<file path="config.mk">
export PLATFORM = sky130hd
export DESIGN_NAME = decode_stage
export DESIGN_NICKNAME = d
export VERILOG_FILES = /design/src/rtl/y86_pkg.sv /design/src/rtl/y86_regfile.sv /design/src/rtl/decode_stage.sv
export SDC_FILE = /design/constraint.sdc
export NUM_CORES = 2
export LEC_CHECK = 0
export ABC_CLOCK_PERIOD_IN_PS = 4200
export CAP_MARGIN = 20
export CORE_MARGIN = 2
export CORE_UTILIZATION = 50
export CTS_CLUSTER_DIAMETER = 100
export CTS_CLUSTER_SIZE = 24
export DETAILED_ROUTE_END_ITERATION = 6
export PLACE_DENSITY_LB_ADDON = 0.12
export REMOVE_ABC_BUFFERS = 1
export SLEW_MARGIN = 20
export SYNTH_ARGS = -nofsm -noshare
export SYNTH_HDL_FRONTEND = slang
export SYNTH_SLANG_ARGS = --single-unit
</file>
<file path="constraint.sdc">
create_clock -name clk -period 4.2 [get_ports clk]
set_input_delay 0.63 -clock clk [delete_from_list [all_inputs] [get_ports clk]]
set_output_delay 0.63 -clock clk [all_outputs]
set_load 0.01 [all_outputs]
</file>
<file path="src/rtl/y86_pkg.sv">
// Shared Y86-64 encodings for the pipeline: instruction codes, register IDs and status codes.
package y86_pkg;
    localparam logic [3:0] IHALT   = 4'h0;
    localparam logic [3:0] INOP    = 4'h1;
    localparam logic [3:0] IRRMOVQ = 4'h2;
    localparam logic [3:0] IIRMOVQ = 4'h3;
    localparam logic [3:0] IRMMOVQ = 4'h4;
    localparam logic [3:0] IMRMOVQ = 4'h5;
    localparam logic [3:0] IOPQ    = 4'h6;
    localparam logic [3:0] IJXX    = 4'h7;
    localparam logic [3:0] ICALL   = 4'h8;
    localparam logic [3:0] IRET    = 4'h9;
    localparam logic [3:0] IPUSHQ  = 4'hA;
    localparam logic [3:0] IPOPQ   = 4'hB;

    localparam logic [3:0] RNONE = 4'hF;
    localparam logic [3:0] RSP   = 4'h4;

    localparam logic [2:0] SAOK = 3'd1;
    localparam logic [2:0] SHLT = 3'd2;
    localparam logic [2:0] SADR = 3'd3;
    localparam logic [2:0] SINS = 3'd4;
endpackage

</file>
<file path="src/rtl/y86_regfile.sv">
// Architectural register file: two combinational reads, two writes where the M port wins a collision.
module y86_regfile
    import y86_pkg::*;
#(
    parameter int DATA_W = 64,
    parameter int NREGS  = 15
) (
    input  logic              clk,
    input  logic              rst_n,
    input  logic [3:0]        srcA,
    input  logic [3:0]        srcB,
    output logic [DATA_W-1:0] valA,
    output logic [DATA_W-1:0] valB,
    input  logic [3:0]        dstE,
    input  logic [DATA_W-1:0] valE,
    input  logic [3:0]        dstM,
    input  logic [DATA_W-1:0] valM
);
    logic [NREGS-1:0][DATA_W-1:0] regs;

    // RNONE never matches a real register index, so it writes nothing.
    for (genvar i = 0; i < NREGS; i++) begin : gReg
        always_ff @(posedge clk or negedge rst_n) begin
            if (!rst_n)                regs[i] <= '0;
            else if (dstM == 4'(i))    regs[i] <= valM;
            else if (dstE == 4'(i))    regs[i] <= valE;
        end
    end

    assign valA = (32'(srcA) < NREGS) ? regs[srcA] : '0;
    assign valB = (32'(srcB) < NREGS) ? regs[srcB] : '0;
endmodule

</file>
<file path="src/rtl/decode_stage.sv">
// Y86-64 decode stage: D pipeline register, register ID decode, register file and operand forwarding.
module decode_stage
    import y86_pkg::*;
#(
    parameter int DATA_W = 64,
    parameter int NREGS  = 15
) (
    input  logic              clk,
    input  logic              rst_n,
    input  logic              D_stall,
    input  logic              D_bubble,
    input  logic [2:0]        f_stat,
    input  logic [3:0]        f_icode,
    input  logic [3:0]        f_ifun,
    input  logic [3:0]        f_rA,
    input  logic [3:0]        f_rB,
    input  logic [DATA_W-1:0] f_valC,
    input  logic [DATA_W-1:0] f_valP,
    input  logic [3:0]        e_dstE,
    input  logic [DATA_W-1:0] e_valE,
    input  logic [3:0]        M_dstM,
    input  logic [DATA_W-1:0] m_valM,
    input  logic [3:0]        M_dstE,
    input  logic [DATA_W-1:0] M_valE,
    input  logic [3:0]        W_dstM,
    input  logic [DATA_W-1:0] W_valM,
    input  logic [3:0]        W_dstE,
    input  logic [DATA_W-1:0] W_valE,
    output logic [3:0]        D_icode,
    output logic [2:0]        d_stat,
    output logic [3:0]        d_icode,
    output logic [3:0]        d_ifun,
    output logic [DATA_W-1:0] d_valC,
    output logic [3:0]        d_srcA,
    output logic [3:0]        d_srcB,
    output logic [3:0]        d_dstE,
    output logic [3:0]        d_dstM,
    output logic [DATA_W-1:0] d_valA,
    output logic [DATA_W-1:0] d_valB
);
    typedef struct packed {
        logic [2:0]        stat;
        logic [3:0]        icode;
        logic [3:0]        ifun;
        logic [3:0]        rA;
        logic [3:0]        rB;
        logic [DATA_W-1:0] valC;
        logic [DATA_W-1:0] valP;
    } dReg_t;

    localparam dReg_t BUBBLE = '{stat: SAOK, icode: INOP, ifun: 4'h0, rA: RNONE, rB: RNONE,
                                 valC: '0, valP: '0};

    dReg_t dReg;
    logic [DATA_W-1:0] rfA, rfB;

    always_ff @(posedge clk or negedge rst_n) begin
        if (!rst_n)        dReg <= BUBBLE;
        else if (D_bubble) dReg <= BUBBLE;
        else if (!D_stall) dReg <= '{stat: f_stat, icode: f_icode, ifun: f_ifun, rA: f_rA,
                                     rB: f_rB, valC: f_valC, valP: f_valP};
    end

    always_comb begin
        d_srcA = RNONE;
        d_srcB = RNONE;
        d_dstE = RNONE;
        d_dstM = RNONE;
        case (dReg.icode)
            IRRMOVQ: begin d_srcA = dReg.rA; d_dstE = dReg.rB; end
            IIRMOVQ: d_dstE = dReg.rB;
            IRMMOVQ: begin d_srcA = dReg.rA; d_srcB = dReg.rB; end
            IMRMOVQ: begin d_srcB = dReg.rB; d_dstM = dReg.rA; end
            IOPQ:    begin d_srcA = dReg.rA; d_srcB = dReg.rB; d_dstE = dReg.rB; end
            ICALL:   begin d_srcB = RSP; d_dstE = RSP; end
            IRET:    begin d_srcA = RSP; d_srcB = RSP; d_dstE = RSP; end
            IPUSHQ:  begin d_srcA = dReg.rA; d_srcB = RSP; d_dstE = RSP; end
            IPOPQ:   begin d_srcA = RSP; d_srcB = RSP; d_dstE = RSP; d_dstM = dReg.rA; end
            default: ;
        endcase
    end

    y86_regfile #(.DATA_W(DATA_W), .NREGS(NREGS)) uRegfile (
        .clk  (clk),
        .rst_n(rst_n),
        .srcA (d_srcA),
        .srcB (d_srcB),
        .valA (rfA),
        .valB (rfB),
        .dstE (W_dstE),
        .valE (W_valE),
        .dstM (W_dstM),
        .valM (W_valM)
    );

    // Youngest producer first; W-stage hits also cover same-cycle write-then-read.
    function automatic logic [DATA_W-1:0] fwd(
        input logic [3:0] src, input logic [DATA_W-1:0] rfv,
        input logic [3:0] eD, input logic [DATA_W-1:0] eV,
        input logic [3:0] mmD, input logic [DATA_W-1:0] mmV,
        input logic [3:0] meD, input logic [DATA_W-1:0] meV,
        input logic [3:0] wmD, input logic [DATA_W-1:0] wmV,
        input logic [3:0] weD, input logic [DATA_W-1:0] weV);
        if (src == RNONE) return '0;
        if (src == eD)    return eV;
        if (src == mmD)   return mmV;
        if (src == meD)   return meV;
        if (src == wmD)   return wmV;
        if (src == weD)   return weV;
        return rfv;
    endfunction

    always_comb begin
        d_valB = fwd(d_srcB, rfB, e_dstE, e_valE, M_dstM, m_valM, M_dstE, M_valE,
                     W_dstM, W_valM, W_dstE, W_valE);
        if (dReg.icode == ICALL || dReg.icode == IJXX)
            d_valA = dReg.valP;
        else
            d_valA = fwd(d_srcA, rfA, e_dstE, e_valE, M_dstM, m_valM, M_dstE, M_valE,
                         W_dstM, W_valM, W_dstE, W_valE);
    end

    assign D_icode = dReg.icode;
    assign d_stat  = dReg.stat;
    assign d_icode = dReg.icode;
    assign d_ifun  = dReg.ifun;
    assign d_valC  = dReg.valC;
endmodule

</file>
# Word level (Yosys, flattened, before mapping)

Cells that the tools add are included.

Output and inout bits: 223
Logic and storage cells: 220
Bits in registers: 1107

Reductions and logical operators: 24
Order comparisons: 4
Equal/unequal tests: 51
Muxes and demuxes: 119

Operators with widths:

| cell                                                | number |
|---|---|
| two-way mux 64 bit                                  | 63 |
| binary-select mux 64 bit (select 4 bit)             | 2 |
| two-way mux 147 bit                                 | 2 |
| equality test 4 bit, second input constant          | 20 |
| equality test 4 x 3 -> 1 bit, second input constant | 12 |
| two-way mux 1 bit                                   | 48 |
| equality test 4 bit                                 | 10 |
| nonzero test 2 bit                                  | 15 |
| equality test 4 x 2 -> 1 bit, second input constant | 6 |
| case mux 4 bit (2 select lines)                     | 3 |
| < comparator 4 x 5 -> 1 bit, second input constant  | 2 |
| equality test 4 x 1 -> 1 bit, second input constant | 2 |
| zero test 4 bit                                     | 2 |
| < comparator 4 bit, second input constant           | 2 |
| OR reduction 4 bit                                  | 2 |
| OR reduction 3 bit                                  | 2 |
| two-way mux 4 bit                                   | 1 |
| OR reduction 2 bit                                  | 2 |
| != test 2 x 1 -> 1 bit, second input constant       | 1 |
| logical OR 1 bit                                    | 1 |

# Longest topological paths before layout

Depth in word-level cells: 33
Gate-level depth with buffers: 12
Gate-level depth less buffers: 8

# By module

A second synthesis with hierarchy kept.

Cell total of the unflattened synthesis: 7650
Area, all modules: 75328.5 sq um

Modules (own cells, without submodules):

| module       | times used | sequential area each (sq um) | area each (sq um) | cells an instance |
|---|---|---|---|---|
| y86_regfile  | 1          | 24023.0                      | 60141.4           | 5734 |
| decode_stage | 1          | 3691.0                       | 15187.1           | 1916 |

# Least setup slack after synthesis

OpenSTA, ideal clock, no wires.

Path type: reg-to-output
Start point: reg dReg, in the netlist D_icode[0]
End point: out d_valB[27]
Path slack: 861 ps
Buffers on the path: 5
Arrival time: 2709 ps
Data required time: 3570 ps
Stages on the path, launching flop included: 12
Cells stage by stage: dfstp_2 -> buf_2 -> and2_4 -> nor3_2 -> buf_2 -> a311oi_2 -> or2_0 -> clkbuf_1 -> buf_2 -> clkbuf_1 -> o221ai_1 -> a211oi_1

Longest elaborated chain between the ends: 16
Elaborated cells between the ends (all ways): 53
Those cells by class: order compare: 1; eq/ne: 13; mux: 37; reduce/logical: 2

RTL lines:

| element                                                                      | RTL line                                 | text |
|---|---|---|
| from (decl)                                                                  | decode_stage.sv:54                       | `dReg_t dReg;` |
| from (signal assigned)                                                       | decode_stage.sv:60                       | `else if (!D_stall) dReg <= '{stat: f_stat, icode: f_icode, ifun: f_ifun, rA: f_rA,` |
| equality test 4 bit / equality test 4 x 3 -> 1 bit (equally long branches)   | decode_stage.sv:69                       | `case (dReg.icode)` |
| OR reduction 4 bit (no line) / OR reduction 3 bit (equally long branches)    | --                                       |  |
| case mux 4 bit (2 select lines) *                                            | decode_stage.sv:69                       |  |
| equality test 4 bit (on tied branches)                                       | decode_stage.sv:105, decode_stage.sv:109 |  |
| two-way mux 64 bit / two-way mux 1 bit (equally long branches) (2 in series) | decode_stage.sv:105, decode_stage.sv:109 |  |
| two-way mux 64 bit / two-way mux 1 bit (equally long branches)               | decode_stage.sv:106, decode_stage.sv:108 |  |
| two-way mux 64 bit / two-way mux 1 bit (equally long branches)               | decode_stage.sv:107                      | `if (src == meD) return meV;` |
| two-way mux 64 bit / two-way mux 1 bit (equally long branches)               | decode_stage.sv:108, decode_stage.sv:106 |  |
| two-way mux 64 bit / two-way mux 1 bit (equally long branches)               | decode_stage.sv:109, decode_stage.sv:105 |  |
| two-way mux 64 bit                                                           | decode_stage.sv:110                      | `return rfv;` |
| two-way mux 64 bit                                                           | decode_stage.sv:109                      | `if (src == weD) return weV;` |
| two-way mux 64 bit                                                           | decode_stage.sv:108                      | `if (src == wmD) return wmV;` |
| two-way mux 64 bit                                                           | decode_stage.sv:107                      |  |
| two-way mux 64 bit                                                           | decode_stage.sv:106                      | `if (src == mmD) return mmV;` |
| two-way mux 64 bit *                                                         | decode_stage.sv:105                      | `if (src == eD) return eV;` |
| to (decl)                                                                    | decode_stage.sv:39                       | `output logic [DATA_W-1:0] d_valB` |

Mark *: on every way between the ends. The rest lies on a longest branch, timed or not. The select of a mux whose other input is x is not followed.

# Final worst setup path

Start point: reg dReg, in the netlist D_icode[1]
End point: out d_valB[63]

The elaborated chain is that of the path after synthesis.

==> summary.txt <==
Run status
  • Status: finished, violations left
  • Failing checks: design-rule violations, negative setup slack

Floorplanning
  • Die Y: around 390 um
  • Io pins: 714
  • Initial Util: between 50% and 60%
  • DIE WIDTH: ~390 um
  • Row count: between 100 and 150
  • Die area: 149,000 um^2
  • Core ar.: 145,000 um^2

Logic synthesis
  • Synth Area in Adders: 0%
  • Leading post-synthesis cells by cell area: dfrtp_1 38%, mux2i_1 18%, nand2_1 5.6%
  • Largest family of logic cells by synthesized area: compound AO/OA/AOI/OAI gates
  • Compound-gate portion of the synthesized area: about 22%
  • Seq cells post-synth: 1,107
  • Synth unique cells: 93
  • Synth area leader: dfrtp_1
  • Synth async-reset ratio: 100%
  • Ys flop type: dfrtp_1
  • Yosys warns: 0
  • XOR/XNOR share of the synthesized area: less than 1%
  • Mapped Area: 73,100 um^2
  • EDFF count, synth: 0
  • Syn Inst Count: ~8,400
  • Simple-Gate Fraction of Synth Area: roughly 14%
  • Mux cell area share after synthesis: about 19%
  • Syn Area/Cell: just under 9 um^2
  • Top cell type's share of synthesized area: between 30% and 40%
  • Sequential element share of the synthesized area: around 38%

Min path
  • Hold path cells: 2
  • Min-Delay Path Class: input pin to flip-flop

Layout
  • Nets: 9,514
  • Commonest non-fill, non-tap cell in the layout: mux2i_1
  • Share of post-route cells with drive strength above 1: 18.0%
  • Area grow syn2layout: 27.4%
  • Fin util: roughly 64%
  • FF/Latch Area: 27,700 um^2
  • Most frequent cells in the layout: 1,331 x mux2i_1, 1,095 x dfrtp_1, 1,095 x nand2_1
  • Post-Layout Cell Count: between 10,000 and 15,000
  • Multi-input logic area: about 43,000 um^2
  • Fillers: 12,000

Critical path
  • Worst reg2reg path depth: 4
  • CP arrival: approximately 4.0 ns
  • CP Class: flip-flop to output port
  • Startpoint Class: flip-flop
  • Required time of the worst setup path: 3.57 ns
  • CP endpoint kind: output port
  • Critical Path Fanout Max: 9

Detailed routing
  • Post-route ant nets: 0
  • DRC: between 40 and 50
  • Via count: a little under 80,000
  • Initial DRC Count: ~14,000
  • WL/cell: 33.5 um
  • Pre-Repair DR Iteration Count: 7
  • Vias per cell: 7.10
  • Routed wire length: around 370,000 um

GRT
  • Vias in the first global route: about 73,000
  • Overflow after GRT: 0
  • First-pass GRT wire length: between 500,000 and 600,000 um
  • Initial antenna violation count: 15
  • Largest net degree at the start of global routing: roughly 130
  • GRT Total Usage: between 40% and 50%

STA
  • Period utilization: 111%
  • Final hold violation count: 0
  • Fmax achieved: 215 MHz
  • Tmin final: between 4 and 5 ns
  • Max-slew violations: 0
  • RSZ-0062 raised after global routing: yes
  • Final setup margin: -0.444 ns
  • Finish-stage setup viols: between 100 and 150
  • Relative slew slack: 25.6%
  • Setup Skew: 0 ns
  • Setup TNS: -41.87 ns
  • Slew @ Worst Pin: 1.12 ns

Clock network
  • Clk buf depth: 3
  • Clock sink total: roughly 1,100
  • Reg clk slew, reported paths: 0.09 ns
  • Root Buffer Master: clkbuf_16
  • H-tree levels: 2
  • TritonCTS clock tree: done
  • Worst skew pair latency: roughly 0.76 ns
  • CTS buffer count: 57

Placement
  • Placed cells: ~11,000
  • RD Place Congestion: just under 1
  • PortBufs: 713
  • Worst slack, placed: -0.559 ns
  • DP HPWL: 217,000 um

Job
  • Total of max-cap violations: 0

Pwr
  • Maximum vdd drop: between 400 and 500 uV
  • P per Cell Area: around 340 nW/um^2
  • Power Total: approximately 31 mW
  • P_leak: around 39 nW
-- stage by stage --
| step | area, um^2 | hold WS [ns] |
|---|---|---|
| 6_report | 93200 | 0.326 |
| 5_1_grt | 93200 | 0.372 |
| 4_1_cts | 90500 | 0.342 |
| 3_5_place_dp | 86400 | 0.504 |
| 3_3_place_gp | 86300 | 0.495 |
| 2_1_floorplan | 68400 | 0.334 |
-- report_power, final --
| part | total, mW | internal, mW | leakage [nW] | switching [mW] |
|---|---|---|---|---|
| clock network | 6.89 | 2.78 | 0.854 | 4.10 |
| logic | 9.94 | 4.39 | 24.3 | 5.55 |
| registers | 14.6 | 12.8 | 13.4 | 1.88 |
| total | 31.5 | 19.9 | 38.6 | 11.5 |
-- repair_timing --
item	CTS	global route
hold buffers	1	0
endpoints found under the hold margin	50	0
pin swaps	57	158
buffers inserted	106	108
gates resized for setup	420	596
endpoints found under the setup margin	129	129
gates cloned	19	25
-- path summary, 6_finish.rpt --
kind	slack [ns]	end	from
min in group asynchronous	0.45	dReg[58]$_DFFE_PN0P_	rst_n
worst min register to register	0.52	dReg[34]$_DFFE_PN0P_	dReg[34]$_DFFE_PN0P_
worst max-delay path	-0.44	d_valB[63]	D_icode[1]$_DFFE_PN0P_
worst max register to register	2.66	dReg[130]$_DFFE_PN1P_	dReg[130]$_DFFE_PN1P_
max in group asynchronous	2.43	dReg[22]$_DFFE_PN0P_	rst_n
worst min-delay path	0.33	d_valC[54]$_DFFE_PN0P_	D_bubble
-- per-layer routing --
| layer | GRT usage (%) | share of wire (%) | vias to the layer above |
|---|---|---|---|
| li1 | - | - | 32000 |
| met1 | 58.8 | 36 | 37400 |
| met2 | 65.3 | 41 | 6819 |
| met3 | 13.5 | 15 | 1680 |
| met4 | 29.7 | 8.1 | 8 |
| met5 | 0 | 0.031 | - |
-- cells in the mapped netlist, types with 82 or more instances --
cell type	instances
a211oi_1	122
a21oi_1	402
a221oi_1	366
a32o_1	116
buf_1	88
buf_2	82
buf_4	86
clkbuf_1	856
dfrtp_1	1097
mux2i_1	1333
nand2_1	1099
nand3_1	125
nor2_1	709
nor3_1	148
o21ai_0	730
-- layout make-up --
class	count	share of cell area, %
clock buffer	64	1.64
inverter	36	0.192
clock inverter	14	0.243
multi-input combinational	6143	46.2
antenna	10	0.0268
tap	1917	2.57
timing repair buffer	1678	19.4
sequential	1107	29.8
-- flip-flops by register name (all words and copies together) (netlist names) --
| name | flops |
|---|---|
| dReg | 72 |
| d_stat | 3 |
| D_icode | 4 |
| d_valC | 64 |
| d_ifun | 4 |
| uRegfile.regs | 960 |
-- critical path, stage by stage (launching register included) --
cell            delay, ns
dfrtp_2              0.53
buf_6                0.18
nand2_1              0.10
buf_12               0.15
nand3_4              0.13
a22o_1               0.25
or4_4                0.61
buf_6                0.17
nand2_8              0.19
buf_12               0.17
buf_16               0.19
a21oi_1              0.06
a211oi_1             0.28
dlymetal6s2s_1       0.20
-- logic make-up after synthesis --
family                    after synthesis
muxes                                1395
AOI/OAI and AO/OA                    2370
DFF                                  1107
buffers and inverters                1168
and+or+nand+nor                      2363
xor gates and xnor gates               14
Power figures use the tool's default switching activity.
